<file path="config.mk">
export PLATFORM = sky130hd
export DESIGN_NAME = dmem_byte_if
export DESIGN_NICKNAME = d
export VERILOG_FILES = /design/src/rtl/dmem_byte_if.sv
export SDC_FILE = /design/constraint.sdc
export NUM_CORES = 1
export LEC_CHECK = 0
export ABC_CLOCK_PERIOD_IN_PS = 2100
export CAP_MARGIN = 25
export CORE_ASPECT_RATIO = 1.4
export CORE_MARGIN = 2
export CORE_UTILIZATION = 25
export CTS_CLUSTER_DIAMETER = 100
export DETAILED_ROUTE_END_ITERATION = 8
export PLACE_DENSITY = 0.6
export RECOVER_POWER = 100
export SYNTH_ARGS = -nofsm -noshare
export SYNTH_HDL_FRONTEND = slang
export SYNTH_SLANG_ARGS = --single-unit
</file>
<file path="constraint.sdc">
create_clock -name clk -period 2.1 [get_ports clk]
set_clock_uncertainty 0.2 [all_clocks]
set_input_delay 0.21 -clock clk [delete_from_list [all_inputs] [get_ports clk]]
set_output_delay 0.21 -clock clk [all_outputs]
set_load 0.005 [all_outputs]
</file>
<file path="src/rtl/dmem_byte_if.sv">
// Byte-serialising data-memory interface: splits a word-wide mem-stage access
// into one byte-wide RAM cycle per enabled lane, stalling the pipeline meanwhile.
module dmem_byte_if (
    input  logic        clk,
    input  logic        rst,
    input  logic        mem_ce_i,
    input  logic        mem_we_i,
    input  logic [31:0] mem_addr_i,
    input  logic [3:0]  mem_sel_i,
    input  logic [31:0] mem_data_i,
    input  logic        mem_hold_i,
    output logic [31:0] mem_data_o,
    output logic        stallreq_o,
    output logic [31:0] ram_addr_o,
    output logic        ram_we_o,
    output logic [7:0]  ram_wdata_o,
    input  logic [7:0]  ram_rdata_i
);

    localparam int unsigned AW    = 32;
    localparam int unsigned LANES = 4;
    localparam int unsigned BW    = 8;
    localparam int unsigned IW    = 2;

    typedef enum logic [2:0] {
        IDLE    = 3'd0,
        WR      = 3'd1,
        RD_ADDR = 3'd2,
        RD_DATA = 3'd3,
        DONE    = 3'd4
    } state_e;

    state_e                   state_q, state_d;
    logic [AW-1:IW]           base_q,  base_d;
    logic [LANES-1:0]         sel_q,   sel_d;
    logic [LANES-1:0][BW-1:0] data_q,  data_d;
    logic [LANES-1:0][BW-1:0] buf_q,   buf_d;
    logic [IW-1:0]            idx_q,   idx_d;

    logic                     nxt_found;
    logic [IW-1:0]            nxt_idx;

    // Byte offset within the word is implied by the lane enables.
    logic unused_addr_lsb;
    assign unused_addr_lsb = ^mem_addr_i[IW-1:0];

    // Lowest enabled lane of a request.
    function automatic logic [IW-1:0] first_lane(input logic [LANES-1:0] sel);
        logic [IW-1:0] lane;
        logic          found;
        lane  = '0;
        found = 1'b0;
        for (int unsigned k = 0; k < LANES; k++) begin
            if (!found && sel[IW'(k)]) begin
                lane  = IW'(k);
                found = 1'b1;
            end
        end
        return lane;
    endfunction

    // Next enabled lane strictly above idx; MSB flags whether one exists.
    function automatic logic [IW:0] next_lane(input logic [LANES-1:0] sel,
                                              input logic [IW-1:0]    idx);
        logic [IW-1:0] lane;
        logic          found;
        lane  = '0;
        found = 1'b0;
        for (int unsigned k = 0; k < LANES; k++) begin
            if (!found && sel[IW'(k)] && (IW'(k) > idx)) begin
                lane  = IW'(k);
                found = 1'b1;
            end
        end
        return {found, lane};
    endfunction

    // Lane stepping within the captured word; 2-bit index so no carry into base.
    assign {nxt_found, nxt_idx} = next_lane(sel_q, idx_q);

    // Next-state, datapath updates and state-decoded outputs.
    always_comb begin
        state_d     = state_q;
        base_d      = base_q;
        sel_d       = sel_q;
        data_d      = data_q;
        buf_d       = buf_q;
        idx_d       = idx_q;
        stallreq_o  = 1'b0;
        ram_addr_o  = '0;
        ram_we_o    = 1'b0;
        ram_wdata_o = '0;
        mem_data_o  = '0;

        unique case (state_q)
            IDLE: begin
                if (mem_ce_i && (mem_sel_i != '0)) begin
                    stallreq_o = 1'b1;
                    base_d     = mem_addr_i[AW-1:IW];
                    sel_d      = mem_sel_i;
                    data_d     = mem_data_i;
                    buf_d      = '0;
                    idx_d      = first_lane(mem_sel_i);
                    state_d    = mem_we_i ? WR : RD_ADDR;
                end
            end

            WR: begin
                stallreq_o  = 1'b1;
                ram_addr_o  = {base_q, idx_q};
                ram_we_o    = 1'b1;
                ram_wdata_o = data_q[idx_q];
                if (nxt_found) begin
                    idx_d = nxt_idx;
                end else begin
                    state_d = DONE;
                end
            end

            RD_ADDR: begin
                stallreq_o = 1'b1;
                ram_addr_o = {base_q, idx_q};
                state_d    = RD_DATA;
            end

            RD_DATA: begin
                stallreq_o    = 1'b1;
                buf_d[idx_q]  = ram_rdata_i;
                if (nxt_found) begin
                    idx_d   = nxt_idx;
                    state_d = RD_ADDR;
                end else begin
                    state_d = DONE;
                end
            end

            DONE: begin
                mem_data_o = buf_q;
                if (!mem_hold_i) begin
                    state_d = IDLE;
                end
            end

            default: begin
                state_d = IDLE;
            end
        endcase
    end

    // State and datapath registers; reset aborts any access in flight.
    always_ff @(posedge clk or negedge rst) begin
        if (!rst) begin
            state_q <= IDLE;
            base_q  <= '0;
            sel_q   <= '0;
            data_q  <= '0;
            buf_q   <= '0;
            idx_q   <= '0;
        end else begin
            state_q <= state_d;
            base_q  <= base_d;
            sel_q   <= sel_d;
            data_q  <= data_d;
            buf_q   <= buf_d;
            idx_q   <= idx_d;
        end
    end

endmodule

</file>
Word level (Yosys, flattened, before mapping)
Cells that the tools add are included.

Input bits: 81. Bits in registers: 103. Output and inout bits: 74. Logic and storage cells: 96.

Equal/unequal tests: 8. Magnitude comparators: 6. Mux-type cells: 41. Reductions and logical operators: 29.

Operators by type and width (count): 32-bit 2-to-1 mux (3); 32-bit case mux with 2 select lines (1); 32-bit bitwise mux (1); 8-bit 2-to-1 mux (3); 1-bit 2-to-1 mux (17); 8-bit binary-select mux with 2-bit select (1); 8-bit demux with 2-bit select (1); 3-bit case mux with 5 select lines (1); 2-bit 2-to-1 mux (7); 1-bit logical AND (12); 3-bit 2-to-1 mux (4); 3-bit by 2-bit == test with 1-bit output (second input constant) (2); 1-bit zero test (6); 2-bit inequality test (second input constant) (3); 3-bit AND reduction (2); 1-bit by 2-bit greater-than comparator with 1-bit output (first input constant) (2); 2-bit greater-than comparator (first input constant) (2); 2-bit case mux with 2 select lines (1); 2-bit AND reduction (2); 2-bit nonzero test (2); 4-bit nonzero test (1); 2-bit OR reduction (2); 3-bit by 1-bit == test with 1-bit output (second input constant) (1); 3-bit == test (second input constant) (1); 6 further kinds (6).

Logic depth before layout (Yosys ltp)
Depth in word-level cells: 19. Depth in mapped cells: 7. Mapped depth without buffers: 4.

Worst setup path before layout
OpenSTA, ideal clock, no wires.

Path kind: register to output. Start point: register idx_q[0]. End point: output ram_wdata_o[2]. Path slack: 213 ps. Stages on the path, launching flop included: 5. Buffers on the path: 2. Data required time: 1690 ps. Data arrival time: 1477 ps. Cells stage by stage: dfrtp_1 > buf_2 > buf_2 > mux4_2 > and3_1.

Longest elaborated chain between the ends: 3.

Ends and longest elaborated chain: from (decl) (RTL line 38) `logic [IW-1:0] idx_q, idx_d;`; from (signal assigned) (RTL line 165) `idx_q <= idx_d;`; 8-bit binary-select mux with 2-bit select (RTL line 112) `ram_wdata_o = data_q[idx_q];`; 8-bit 2-to-1 mux (not written as such) (RTL line 112); 8-bit 2-to-1 mux (RTL line 95) `unique case (state_q)`; to (decl) (RTL line 16) `output logic [7:0] ram_wdata_o,`.

Every way passes these cells. The select of a mux whose other input is x is not followed.

Worst setup path in the final report
Start point: register idx_q[0]. End point: output ram_wdata_o[4].

Same word-level chain as after synthesis.

==> out/results.tsv <==
stage	metric	value	unit
setup_path	cell count along the critical path	5	
layout	Syn-to-layout area delta	61.5	%
synth	most frequent cells after synthesis	nand2_1 (193), dfrtp_1 (102), and3_1 (40), a22o_1 (32), and2_1 (31)	
outcome	status	finished with violations	
place	Place WS	-284	ps
floorplanning	Starting Density	25.4	%
grt	Tot GR Track Use	14.9	%
detailed_routing	Residual DRC	0	
power	logic gate share of total power	51.7	%
layout	nets@finish	782	
cts	CTS clk-pin slew, worst paths	80	ps
cts	total CTS buffers	9	
setup_path	crit-path cells	clkbuf_16 > buf_6 > mux4_2 > and3_4 > buf_6	
power	worst vdd ir	501	uV
floorplanning	Std-Cell Rows	59	
power	Psw	3.56	mW
cts	clock sinks	102	
sta	fmax	458	MHz
setup_path	worst reg-to-reg path cell count	5	
detailed_routing	vias per cell	4.41	
place	post-DP HPWL	9.96	mm
sta	relative slew slack	48.2	%
synth	Mapped Cells	487	
layout	area taken by flip-flops and latches	2560	sq um
outcome	failing checks	setup timing	
detailed_routing	DR WL met3	612	um
cts	maximum clock path buffer count	2	
layout	multi-input logic area	2130	sq um
floorplanning	# IOs	155	
place	I/O Buffers	152	
power	P_leak	3.78	nW
setup_path	Critical Path AT	1770	ps
cts	clk_lat worst skew	340	ps
setup_path	Worst Path Max Fanout	3	
detailed_routing	Top Layer Used	met4	
synth	top_reg_cell synth	dfrtp_1	
setup_path	CP Class	register to output pin	
cts	TritonCTS clock tree	done	
cts	CTS root buf	clkbuf_16	
floorplanning	core box area	18500	sq um
detailed_routing	WL met2	7.50	mm
run	Max Cap Violations	0	
sta	Slew @ Worst Pin	777	ps
sta	RSZ-0062 raised after global routing	yes	
detailed_routing	antenna-violating nets left	0	
grt	grt ovf	0	
sta	Worst Slack Setup Final	-84.2	ps
synth	syn_area_per_cell	9.62	sq um
synth	cell taking the most area after synthesis	dfrtp_1	
synth	Post-synth EDFFs	0	
synth	syn_nets	568	
cts	H-tree depth	3	
synth	Yosys reg bits	102	
detailed_routing	DRT met1 WL	6.20	mm
setup_path	R2R Setup Slk	20	ps
synth	Ys Warns	0	
floorplanning	die area	19900	sq um
setup_path	Crit path top cell by count	buf_6	
layout	share of cells above drive strength 1	31.9	%
setup_path	CP startpoint	idx_q[0]$_DFFE_PN0P_	
setup_path	CP Capture Point	ram_wdata_o[4]	
synth	cells taking the most area after synthesis	dfrtp_1 (54%), nand2_1 (15%), a22o_1 (6.0%)	
grt	first-pass GRT wire length	23.2	mm
setup_path	crit-path max cell delay	480	ps
detailed_routing	Via Count	4186	
power	sequential share of power	31.2	%
setup_path	Crit path buffers/inverters	3	
sta	Slew Viols, Final	0	
floorplanning	die extent in x	120	um
sta	period utilization	104	%
power	Switching Share	34.8	%
layout	post-layout util	41.0	%
synth	most frequent cell after synthesis	nand2_1	
floorplanning	floorplan die height	166	um
sta	final setup fails	26	
setup_path	Data required, critical path	1690	ps
setup_path	RR Endpoint	sel_q[2]$_DFFE_PN0P_	
synth	top-area cell type share of the netlist area	54.5	%
worst_hold_path	min-delay worst type	input pin to register	
detailed_routing	drt pass-1 iters	4	
sta	post-layout min period	2180	ps
setup_path	crit-path leading delay family	multiplexers	
power	Power Internal	6.68	mW
detailed_routing	WL final	14.6	mm
synth	asr flop ratio synth	100	%
sta	final hold vios	0	
setup_path	R2R Path Start	state_q[1]$_DFFE_PN0P_	
power	P per Cell Area	1350	nW/um^2
layout	n_diodes	0	
grt	initial antenna violation count	0	
grt	largest net degree at the start of global routing	49	
setup_path	crit start category	register	
detailed_routing	DR iter-0 viols	196	
synth	register area share after synthesis	54.5	%
layout	FILL cells	1827	
synth	number of library cell types mapped by synthesis	34	
setup_path	Critical Path End Type	output pin	
place	gpl congestion	0.748	
setup_path	highest-delay cell along the critical path	mux4_2	
grt	number of global-route vias before repair	4268	
detailed_routing	drt wl/cell	15.4	um
power	clock power share	17.1	%
synth	Synth Cell Area	4680	sq um
## placed cells by master (no fill, tap or decap), types with 6 or more instances in the layout
cell	instances
a22o_1	32
and2_1	25
and2_4	6
and3_1	13
and3_4	27
buf_12	6
buf_2	36
buf_4	32
buf_6	60
clkbuf_16	10
clkbuf_2	8
clkdlybuf4s50_1	77
dfrtp_1	99
mux4_2	8
nand2_1	193
o21ai_0	7
## through the flow
step                      cells  power [mW]  hold slack, ps  area [sq um]  setup TNS [ps]
after floorplan             487        5.26            -286          4680               0
after global placement      891        7.26            -135          6760          -12110
after detailed placement    891        7.32            -135          6760          -12650
after CTS                   948        10.3            30.8          7420           -2850
after global routing        950        11.0             168          7560           -8750
final                       950        10.2             179          7560            -835
## logic make-up after synthesis
family	share of synthesized area (%)
and+or+nand+nor	28.8
DFF	54.5
AOI/OAI and AO/OA	8.60
buffers and inverters	3.90
muxes	4.06
xor gates and xnor gates	0.187
## worst min-delay path, cell delays in order
cell and delay [ps]:
clkdlybuf4s50_1 390, nand2_1 50, nand2_1 40
## per-layer routing
metal,GRT usage (%),vias to the layer above
met5,0,-
met4,5.73,0
met3,2.75,19
met2,25.4,110
met1,18.6,2003
li1,-,2054
## worst min-delay path by stage
stage | endpoint | start | slack, ps | cells after the start
global route | data_q[18]$_DFFE_PN0P_ | mem_data_i[18] | 170 | 3
CTS | base_q[6]$_DFFE_PN0P_ | rst | 30 | 2
finish | data_q[19]$_DFFE_PN0P_ | mem_data_i[19] | 180 | 3
floorplan | base_q[10]$_DFFE_PN0P_ | rst | -290 | 0
detailed placement | base_q[6]$_DFFE_PN0P_ | rst | -130 | 1
global placement | base_q[6]$_DFFE_PN0P_ | rst | -140 | 1
## layout make-up
class,instances,share of cell area (%)
multi-input cells,346,28.1
clock inverters,7,1.11
inverters,5,0.248
flip-flops and latches,102,33.8
repair buffers,237,29.7
well taps,244,4.04
clock buffers,9,2.98
## state kept, by name (all words and copies together) (netlist names)
name / cells
base_q: 30
buf_q: 32
data_q: 32
idx_q: 2
sel_q: 3
state_q: 3
## repair_timing
action | CTS | global route
hold endpoints to repair | 102 | 0
resized for setup | 337 | 65
pin swaps | 19 | 9
endpoints found under the setup margin | 74 | 127
cloned | 7 | 0
hold buffers | 1 | 0
setup buffers | 33 | 5
## power groups by stage
stage | clock network [mW] | registers (mW) | logic [mW]
after CTS | 1.82 | 3.19 | 5.26
final | 1.75 | 3.19 | 5.29
after detailed placement | 0 | 3.21 | 4.12
after global placement | 0 | 3.19 | 4.07
after floorplan | 0 | 3.06 | 2.20
after global routing | 1.90 | 3.29 | 5.76
(Power assumes the default switching activity.)
